<file path="src/rtl/meta_extract.sv">
// Metadata frame extractor: validates single-flit frames and
// queues the recovered metadata in a small FWFT FIFO.
module meta_extract #(
  parameter int          META_W       = 252,
  parameter int          FIFO_DEPTH   = 4,
  parameter int          AF_THRESH    = 2,
  parameter logic [47:0] EXP_DST_MAC  = 48'h02_00_00_00_00_01,
  parameter logic [47:0] EXP_SRC_MAC  = 48'h02_00_00_00_00_02,
  parameter logic [15:0] EXP_ETH_META = 16'h88B5
) (
  input  logic              clk,
  input  logic              rst,
  input  logic [511:0]      in_data,
  input  logic              in_valid,
  input  logic              in_sop,
  input  logic              in_eop,
  input  logic [5:0]        in_empty,
  output logic              in_ready,
  output logic              in_almost_full,
  output logic [META_W-1:0] out_meta_data,
  output logic              out_meta_valid,
  input  logic              out_meta_ready,
  output logic [31:0]       stat_good,
  output logic [31:0]       stat_bad_hdr,
  output logic [31:0]       stat_bad_frame
);

  localparam int PW = $clog2(FIFO_DEPTH);
  localparam int CW = PW + 1;

  typedef enum logic {
    S_IDLE,
    S_DROP
  } state_t;

  state_t            r_state;
  state_t            w_nstate;
  logic [PW-1:0]     r_wr_ptr;
  logic [PW-1:0]     r_rd_ptr;
  logic [CW-1:0]     r_count;
  logic [META_W-1:0] r_mem [FIFO_DEPTH];
  logic [31:0]       r_good;
  logic [31:0]       r_bad_hdr;
  logic [31:0]       r_bad_frame;

  logic w_acc;
  logic w_pop;
  logic w_push;
  logic w_inc_good;
  logic w_inc_hdr;
  logic w_inc_frm;
  logic w_hdr_ok;
  logic w_unused;

  assign in_ready = rst && (r_count != CW'(FIFO_DEPTH));
  assign in_almost_full = (r_count >= CW'(AF_THRESH));
  assign out_meta_valid = (r_count != '0);
  assign out_meta_data = r_mem[r_rd_ptr];
  assign stat_good = r_good;
  assign stat_bad_hdr = r_bad_hdr;
  assign stat_bad_frame = r_bad_frame;

  assign w_acc = in_valid && in_ready;
  assign w_pop = out_meta_valid && out_meta_ready;
  assign w_hdr_ok = (in_data[511:400] ==
                     {EXP_DST_MAC, EXP_SRC_MAC, EXP_ETH_META});
  assign w_unused = ^in_data[147:0];

  // Frame classification and framing state tracking
  always_comb begin
    w_nstate = r_state;
    w_push = 1'b0;
    w_inc_good = 1'b0;
    w_inc_hdr = 1'b0;
    w_inc_frm = 1'b0;
    if (w_acc) begin
      if (r_state == S_IDLE || in_sop) begin
        unique case (1'b1)
          (in_sop && in_eop): begin
            w_nstate = S_IDLE;
            if (in_empty != '0) begin
              w_inc_frm = 1'b1;
            end else if (w_hdr_ok) begin
              w_push = 1'b1;
              w_inc_good = 1'b1;
            end else begin
              w_inc_hdr = 1'b1;
            end
          end
          (in_sop && !in_eop): begin
            w_inc_frm = 1'b1;
            w_nstate = S_DROP;
          end
          default: begin
            w_inc_frm = 1'b1;
            w_nstate = in_eop ? S_IDLE : S_DROP;
          end
        endcase
      end else if (in_eop) begin
        w_nstate = S_IDLE;
      end
    end
  end

  // State register
  always_ff @(posedge clk or negedge rst) begin
    if (!rst) r_state <= S_IDLE;
    else      r_state <= w_nstate;
  end

  // FIFO pointers and occupancy
  always_ff @(posedge clk or negedge rst) begin
    if (!rst) begin
      r_wr_ptr <= '0;
      r_rd_ptr <= '0;
      r_count <= '0;
    end else begin
      if (w_push) r_wr_ptr <= r_wr_ptr + 1'b1;
      if (w_pop)  r_rd_ptr <= r_rd_ptr + 1'b1;
      unique case ({w_push, w_pop})
        2'b10:   r_count <= r_count + 1'b1;
        2'b01:   r_count <= r_count - 1'b1;
        default: r_count <= r_count;
      endcase
    end
  end

  // FIFO storage, no reset needed since occupancy gates it
  always_ff @(posedge clk) begin
    if (w_push) r_mem[r_wr_ptr] <= in_data[META_W+147:148];
  end

  // Saturating frame statistics
  always_ff @(posedge clk or negedge rst) begin
    if (!rst) begin
      r_good <= '0;
      r_bad_hdr <= '0;
      r_bad_frame <= '0;
    end else begin
      if (w_inc_good && r_good != '1)
        r_good <= r_good + 1'b1;
      if (w_inc_hdr && r_bad_hdr != '1)
        r_bad_hdr <= r_bad_hdr + 1'b1;
      if (w_inc_frm && r_bad_frame != '1)
        r_bad_frame <= r_bad_frame + 1'b1;
    end
  end

endmodule

</file>
<file path="config.mk">
export PLATFORM = sky130hd
export DESIGN_NAME = meta_extract
export DESIGN_NICKNAME = d
export VERILOG_FILES = /design/src/rtl/meta_extract.sv
export SDC_FILE = /design/constraint.sdc
export NUM_CORES = 1
export LEC_CHECK = 0
export CORE_AREA = 2 2 339 341
export DETAILED_ROUTE_END_ITERATION = 12
export DIE_AREA = 0 0 341 343
export HOLD_SLACK_MARGIN = 0.03
export PLACE_DENSITY_LB_ADDON = 0.08
export SKIP_CTS_REPAIR_TIMING = 1
export SLEW_MARGIN = 10
export SYNTH_ARGS = -nofsm -noshare
export SYNTH_HDL_FRONTEND = slang
export SYNTH_SLANG_ARGS = --single-unit
</file>
<file path="constraint.sdc">
create_clock -name clk -period 19.28 [get_ports clk]
set_input_delay 1.928 -clock clk [delete_from_list [all_inputs] [get_ports clk]]
set_output_delay 1.928 -clock clk [all_outputs]
set_load 0.01 [all_outputs]
</file>
After elaboration in Yosys (flattened, before gate mapping)
Memories as Yosys holds them, arrays and structs flattened.
Index checks and enable logic that the tools add are counted.
Widths: inputs -> output; s select.
{"block": "op_classes", "n_addsub": 7, "order_cmp": 1, "n_eq_ne": 7, "n_mux": 21, "bitwise": 1, "n_reduce_logical": 15}
{"op": "$eq 112x106->1 const B", "n": 1}
{"op": "$add 32x1->32 const B", "n": 3}
{"op": "$ne 32x32->1 const B", "n": 3}
{"op": "$mux 1", "n": 19}
{"op": "$logic_and 1x1->1", "n": 8}
{"op": "$pmux 3 s2", "n": 1}
{"op": "$reduce_bool 6->1", "n": 1}
{"op": "$add 2x1->2 const B", "n": 2}
{"op": "$reduce_bool 2->1", "n": 2}
{"op": "$add 3x1->3 const B", "n": 1}
{"op": "$ge 3x2->1 const B", "n": 1}
{"op": "$ne 3x3->1 const B", "n": 1}
{"op": "$reduce_bool 3->1", "n": 1}
{"op": "$sub 3x1->3 const B", "n": 1}
{"op": "$eq 2x1->1 const B", "n": 1}
{"op": "$eq 2x2->1 const B", "n": 1}
{"op": "$pmux 1 s2", "n": 1}
{"op": "$reduce_and 2->1", "n": 1}
{"op": "$logic_not 1->1", "n": 1}
{"op": "$logic_or 1x1->1", "n": 1}
{"op": "$not 1->1", "n": 1}
{"block": "totals", "regBits": 104, "ram_bits": 1008, "in_bits": 524, "out_inout_bits": 351, "memories": 1}
{"name": "r_mem", "depth": 4, "word_bits": 252, "read_ports": 1, "rd_ports_with_merged_regs": 0, "write_ports": 1, "line_no": "41", "source": "logic [META_W-1:0] r_mem [FIFO_DEPTH];"}

Longest topological paths before layout
Gate-level depths: netlist (run 1).
{"block": "depth", "depth_word": 8, "mapped_depth": 11}

Worst setup path after synthesis (run 1)
No wires, ideal clock.
{"block": "synth_timing", "path_type": "input -> register", "from": "in in_data[440]", "to": "mem r_mem[0][0], enable pin", "setup_time_ns": 0.647, "arrival_ns": 8.808, "path_slack_ns": 9.825, "stages": 4, "path_buffers": 0, "path_cell_list": "nor4_1 -> nand4_1 -> nor4_4 -> and3_1"}
{"block": "synth_via", "elab_chain_cells": 8}
{"item": "from (decl)", "line_no": "13", "source": "input logic [511:0] in_data,"}
{"item": "$eq 112x106->1", "line_no": "65", "source": "assign w_hdr_ok = (in_data[511:400] =="}
{"item": "$mux 1", "line_no": "83", "source": "end else if (w_hdr_ok) begin"}
{"item": "$mux 1", "line_no": "81", "source": "if (in_empty != '0) begin"}
{"item": "$mux 1", "line_no": "78", "source": "unique case (1'b1)"}
{"item": "$mux 1", "line_no": "77", "source": "if (r_state == S_IDLE || in_sop) begin"}
{"item": "$mux 1", "line_no": "76", "source": "if (w_acc) begin"}
{"item": "$mux 1", "line_no": "130", "source": "if (w_push) r_mem[r_wr_ptr] <= in_data[META_W+147:148];"}
{"item": "$mux 1 (not written as such)", "line_no": "130"}
{"item": "to (decl)", "line_no": "41"}
No other way between the ends.

Worst setup path after layout (run 1)
{"block": "layout_timing", "from": "reg r_rd_ptr[0]", "to": "out out_meta_data[19]"}
{"block": "layout_via", "elab_chain_cells": 1}
{"item": "from (decl)", "line_no": "39", "source": "logic [PW-1:0] r_rd_ptr;"}
{"item": "from (signal assigned)", "line_no": "119", "source": "if (w_pop) r_rd_ptr <= r_rd_ptr + 1'b1;"}
{"item": "$mem_v2 4x252"}
{"item": "to (decl)", "line_no": "20", "source": "output logic [META_W-1:0] out_meta_data,"}
No other way between the ends.

==> results of run 1 <==
-- kinds of logic after synthesis --
| group | synth area share |
|---|---|
| adder cells (fa/ha/maj) | 0.002872 |
| AND/OR/NAND/NOR | 0.04466 |
| multiplexers | 0.1365 |
| buffers and inverters | 0.007568 |
| AO/OA/AOI/OAI | 0.002064 |
| XOR/XNOR | 0.02052 |
| flip-flops | 0.7859 |
-- per-layer routing --
metal / up-vias / share of wire / wire [um]
li1: 9415 / - / -
met1: 11230 / 0.37 / 41020
met2: 687 / 0.51 / 56190
met3: 171 / 0.090 / 9965
met4: 28 / 0.026 / 2864
met5: - / 0.0016 / 175
-- final timing paths --
path	startpoint	endpoint	slack, ps	cells after the start
setup reg to reg	r_count[2]	r_mem[0][176]	14900	6
max in group asynchronous	rst	r_rd_ptr[1]	16720	2
setup / recovery	r_rd_ptr[0]	out_meta_data[19]	11960	5
hold reg to reg	stat_bad_hdr[14]	stat_bad_hdr[14]	500	1
min in group asynchronous	rst	stat_bad_frame[5]	1290	1
hold / removal	stat_bad_hdr[14]	stat_bad_hdr[14]	500	1
-- cells in the mapped netlist (all sizes together) (2+ instances only) --
cell type	instances	area share
edfxtp	1008	0.72
mux4	252	0.14
dfrtp	104	0.062
xnor2	61	0.013
nand4	52	0.0078
nand3	51	0.0062
nor4	44	0.0091
buf	39	0.0041
xor2	37	0.0077
nand2	31	0.0030
clkbuf	30	0.0027
and3	25	0.0037
nor2	25	0.0022
nor3	20	0.0025
and4	13	0.0028
inv	9	0.00081
nor4b	9	0.0025
and2	8	0.0012
ha	8	0.0024
a21oi	4	0.00048
nor4bb	4	0.00096
or2	4	0.00060
or3	4	0.00060
mux2	2	0.00054
nand2b	2	0.00030
nor2b	2	0.00030
-- power breakdown --
group          total, uW  switching, uW  leakage [uW]  internal (uW)
logic               1820            821       0.00554            999
registers           2700           56.5        0.0105           2640
clock network       2130            897       0.00178           1230
-- final cells by class --
| cell class | instances | area, sq um | share of cell area |
|---|---|---|---|
| clock buffers | 147 | 3082 | 0.05639 |
| inverters | 9 | 33.78 | 0.0006181 |
| well taps | 1512 | 1892 | 0.03461 |
| flip-flops and latches | 1112 | 32880 | 0.6016 |
| repair buffers | 748 | 7505 | 0.1373 |
| diodes | 9 | 22.52 | 0.0004121 |
| clock inverters | 65 | 574.3 | 0.01051 |
| multi-input cells | 667 | 8666 | 0.1586 |
-- per-stage QoR --
stage	power [uW]	utilization	worst slack, ps	instance area, sq um
after floorplan	3615	-	9825	41830
after global placement	4617	0.4495	12390	50980
after detailed placement	4613	0.4495	12420	50980
after CTS	6777	0.4817	11630	54630
after global routing	6922	0.4819	11360	54650
final	6647	0.4819	11960	54650
-- state kept, by name, summed over array words and instances, names as in the netlist --
| name | cells |
|---|---|
| stat_bad_hdr | 32 |
| stat_bad_frame | 32 |
| r_mem | 1008 |
| r_rd_ptr | 2 |
| stat_good | 32 |
| r_state | 1 |
| r_wr_ptr | 2 |
| r_count | 3 |
-- worst max-delay path, cell delays in order, from the launching register on --
cell	delay [ps]
dfrtp_4	870
buf_4	760
buf_4	880
buf_4	880
mux4_2	610
clkdlybuf4s50_1	580
==> flow_metrics.py, run 1 <==
metrics = {
    "detailed_routing": {
        "drt_wl_total_um": 110200,
        "drtIter0Drc": 1251,
        "wl_per_cell_um": 25.82,
        "drtAntennaViolNets": 0,
        "vias": 21530,
        "viasPerCell": 5.044,
        "drt_pass1_iterations": 7,
        "drc": 0,
    },
    "global_routing": {
        "grt_antenna_before_repair": 22,
        "grt_max_degree": 146,
        "grtUsageMet2": 0.3161,
        "grt-busiest-layer": "met2",
        "grt_util_all_layers": 0.1852,
        "grt_util_met1": 0.2156,
        "grt.met3_usage": 0.07281,
        "grt_overflow": 0,
        "grt_pass1_vias": 22830,
        "grt_first_pass_wirelength_um": 157600,
    },
    "timing": {
        "fmax_ghz": 0.1365,
        "finalCritPeriodShare": 0.3798,
        "setup_viol": 0,
        "worstMarginPinSlew_ps": 1138,
        "holdWs_ps": 496.9,
        "max-slew-margin-rel": 0.2411,
        "rsz0062_at_grt": "no",
        "final_max_slew_viol_count": 0,
        "period_needed_ps": 7323,
        "tns_ps": 0,
        "hold_viol_final": 0,
        "fin_skew_ps": 23.51,
    },
    "power": {
        "p_leak_uw": 0.01779,
        "ir_drop_mv": 0.09858,
        "power_density_nw_per_um2": 121.6,
    },
    "synth": {
        "ys.flop_type": "edfxtp_1",
        "synthesis.area_sq_um": 41830,
        "synth-edff-count": 1008,
        "ys_seq_area_frac": 0.7859,
        "syn_inst": 1857,
        "synthesis.nets": 2390,
        "ys_types": 46,
        "async_reset_ff_frac": 0.09353,
        "ys_ff_latch": 1112,
        "ys_warn_count": 0,
        "postSynthAreaPerCell_sq_um": 22.52,
    },
    "clock_tree": {
        "clock_latency_ps": 700,
        "cts.sinks": 1112,
        "cts_buffers": 117,
        "htreeDepth": 3,
        "clk_pin_slew_ps": 60,
        "cts_tree": "done",
        "clockBufferDepth": 3,
        "root_buffer": "clkbuf_16",
    },
    "finish": {
        "drive_above_1_share": 0.1703,
        "stdcell_count": 4269,
        "fill_cells": 9399,
        "mostFrequentLayoutCells": "edfxtp_1 (1008), clkdlybuf4s50_1 (725), mux4_2 (252), clkbuf_16 (118), dfrtp_1 (102)",
        "final_common_cell": "edfxtp_1",
        "nets": 3188,
        "syn_to_final_growth_pct": 30.66,
    },
    "place": {
        "dp.cells": 4048,
        "place_hpwl_um": 72130,
        "io_buffers": 726,
        "gp_congestion": 0.9251,
    },
    "worst_setup_path": {
        "cp_max_fo": 45,
        "cp-end-kind": "primary output",
        "worstPathRequired_ps": 17350,
        "start_kind": "flop",
        "worstPathArrival_ps": 5400,
        "critPathKind": "flop to primary output",
    },
    "run_status": {
        "outcome": "complete, no violations",
    },
    "floorplan": {
        "die_w_um": 341,
        "core_area_sq_um": 113400,
        "die_h_um": 343,
        "fp-row-count": 124,
        "dieArea_sq_um": 117000,
        "io_pins": 875,
        "start_util": 0.3688,
    },
    "flow_run": {
        "cap_viol_max_count": 0,
    },
    "worst_hold_path": {
        "hold_class": "flop to flop",
    },
}
No activity file was read; power rests on OpenSTA's default activity.
==> inputs of run 2 (changes only) <==
Settings changed: CORE_AREA 2 2 339 341 to 2 2 343 345, DIE_AREA 0 0 341 343 to 0 0 345 347.
Clock period 19.28 ns to 6.45 ns, I/O delays scaled along.
==> run 2 against run 1 <==
  * Sequential share of layout area shrank 0.75 points
  * Combinational power grew to 3.1 times the previous value
  * Via count grew 2.0%
  * Flip-flop and latch count is the same
  * Critical path type unchanged
  * Global-route usage grew 0.78 points
  * Register-to-register slack lost 12000 ps
  * Clock power grew to 3.1 times the previous value
  * Clock skew shrank 0.71 ps
==> flow_metrics.py, run 2 (synthesis gave the netlist of run 1 again) <==
metrics = {
    "floorplan": {
        "dieArea_sq_um": 119700,
        "io_pins": 875,
        "die_w_um": 345,
        "fp-row-count": 125,
        "core_area_sq_um": 115700,
        "start_util": 0.3614,
        "die_h_um": 347,
    },
    "worst_setup_path": {
        "r2r_end": "r_mem[3][48]",
        "timing.rr.start": "r_count[2]",
        "start_kind": "flop",
        "worstPathRequired_ps": 5800,
        "cp_max_fo": 41,
        "reg2reg_depth": 5,
        "critPathKind": "flop to primary output",
        "cp-end-kind": "primary output",
        "worstPathArrival_ps": 3580,
        "worst-r2r-setup-slack_ps": 2950,
    },
    "power": {
        "power.net_switching_uw": 5368,
        "p_int_uw": 14740,
        "p_clk_frac": 0.324,
        "ir_drop_mv": 0.3005,
        "power_uw": 20110,
        "p_sw_frac": 0.2670,
        "p_leak_uw": 0.01816,
        "seq_power_share": 0.399,
        "combPwrFrac": 0.277,
        "power_density_nw_per_um2": 363.3,
    },
    "clock_tree": {
        "cts_tree": "done",
        "cts_buffers": 117,
        "cts.sinks": 1112,
        "clock_latency_ps": 700,
        "htreeDepth": 3,
        "clockBufferDepth": 3,
        "clk_pin_slew_ps": 60,
        "root_buffer": "clkbuf_16",
    },
    "finish": {
        "syn_to_final_growth_pct": 32.32,
        "drive_above_1_share": 0.1864,
        "multi_input_area_sq_um": 8666,
        "design_area_sq_um": 55350,
        "fill_cells": 9637,
        "final_common_cell": "edfxtp_1",
        "mostFrequentLayoutCells": "edfxtp_1 (1008), clkdlybuf4s50_1 (725), mux4_2 (252), clkbuf_16 (119), dfrtp_1 (102)",
        "nets": 3235,
        "largest_reg_flops": 1008,
        "regMostFlops": "r_mem",
        "seq_area_sq_um": 32880,
    },
    "detailed_routing": {
        "drc": 0,
        "drtAntennaViolNets": 0,
        "drt_pass1_iterations": 5,
        "drt_wl_total_um": 116400,
        "wl_per_cell_um": 26.87,
        "vias": 21950,
        "drtIter0Drc": 1292,
        "viasPerCell": 5.068,
    },
    "global_routing": {
        "grt_antenna_before_repair": 20,
        "grt_first_pass_wirelength_um": 166900,
        "grt_util_all_layers": 0.1930,
        "grt_pass1_vias": 23490,
        "grt_max_degree": 149,
        "grt_overflow": 0,
    },
    "timing": {
        "fin_skew_ps": 22.80,
        "period_needed_ps": 4223,
        "worst_slack_ps": 2227,
        "final_max_slew_viol_count": 0,
        "fmax_ghz": 0.2368,
        "tns_ps": 0,
        "rsz0062_at_grt": "no",
        "finalCritPeriodShare": 0.6547,
        "setup_viol": 0,
        "max-slew-margin-rel": 0.1203,
        "worstMarginPinSlew_ps": 1320,
        "hold_viol_final": 0,
    },
    "place": {
        "post_dp_cell_area_sq_um": 51560,
        "gp_congestion": 0.8694,
        "io_buffers": 726,
        "dp_slack_ps": 1660,
        "place_hpwl_um": 80410,
    },
    "flow_run": {
        "cap_viol_max_count": 0,
    },
    "run_status": {
        "outcome": "complete, no violations",
    },
    "worst_hold_path": {
        "hold_class": "input port to async pin",
    },
}
run 2: through the flow:
step                cells  utilization  hold slack, ps
global route         4327       0.4781           355.1
CTS                  4323       0.4780          -218.3
finish               4332       0.4782           381.6
detailed placement   4106       0.4455           484.3
floorplan            1857            -           349.4
global placement     4106       0.4455           486.1
run 2: how the worst max path moves through the flow:
| stage | start | to | cells after the start |
|---|---|---|---|
| after floorplan | in_data[413] | r_mem[0][0] | 4 |
| after global placement | in_data[503] | r_mem[3][89] | 6 |
| after detailed placement | in_data[503] | r_mem[3][89] | 6 |
| after CTS | r_rd_ptr[0] | out_meta_data[190] | 4 |
| after global routing | r_rd_ptr[0] | out_meta_data[195] | 4 |
| final | r_rd_ptr[0] | out_meta_data[195] | 4 |
run 2: final cells by class:
type,count,share of cell area
sequential,1112,0.5941
multi-input combinational,667,0.1566
timing repair buffer,795,0.1461
clock buffer,143,0.05579
tap,1524,0.03445
clock inverter,74,0.01207
inverter,9,0.0006104
antenna,8,0.0003617
run 2: power groups by stage:
stage / logic [uW] / registers (uW) / clock network (uW)
floorplan: 2730 / 8080 / 0
global placement: 5680 / 8170 / 0
detailed placement: 5670 / 8180 / 0
CTS: 5700 / 8030 / 6720
global route: 5860 / 8040 / 6980
finish: 5560 / 8020 / 6520
run 2: layer usage:
layer,up-vias,share of wire,wire length [um],track usage
met1,11500,0.38,43970,0.2282
met3,167,0.063,7363,0.04682
met4,16,0.030,3534,0.06588
li1,9524,-,-,-
met5,-,0.0010,122,0
met2,748,0.53,61400,0.3437
run 2: critical path: stages, from the launching register on:
cell	delay [ps]
dfrtp_4	1040
buf_12	290
buf_4	380
mux4_2	590
clkdlybuf4s50_1	550
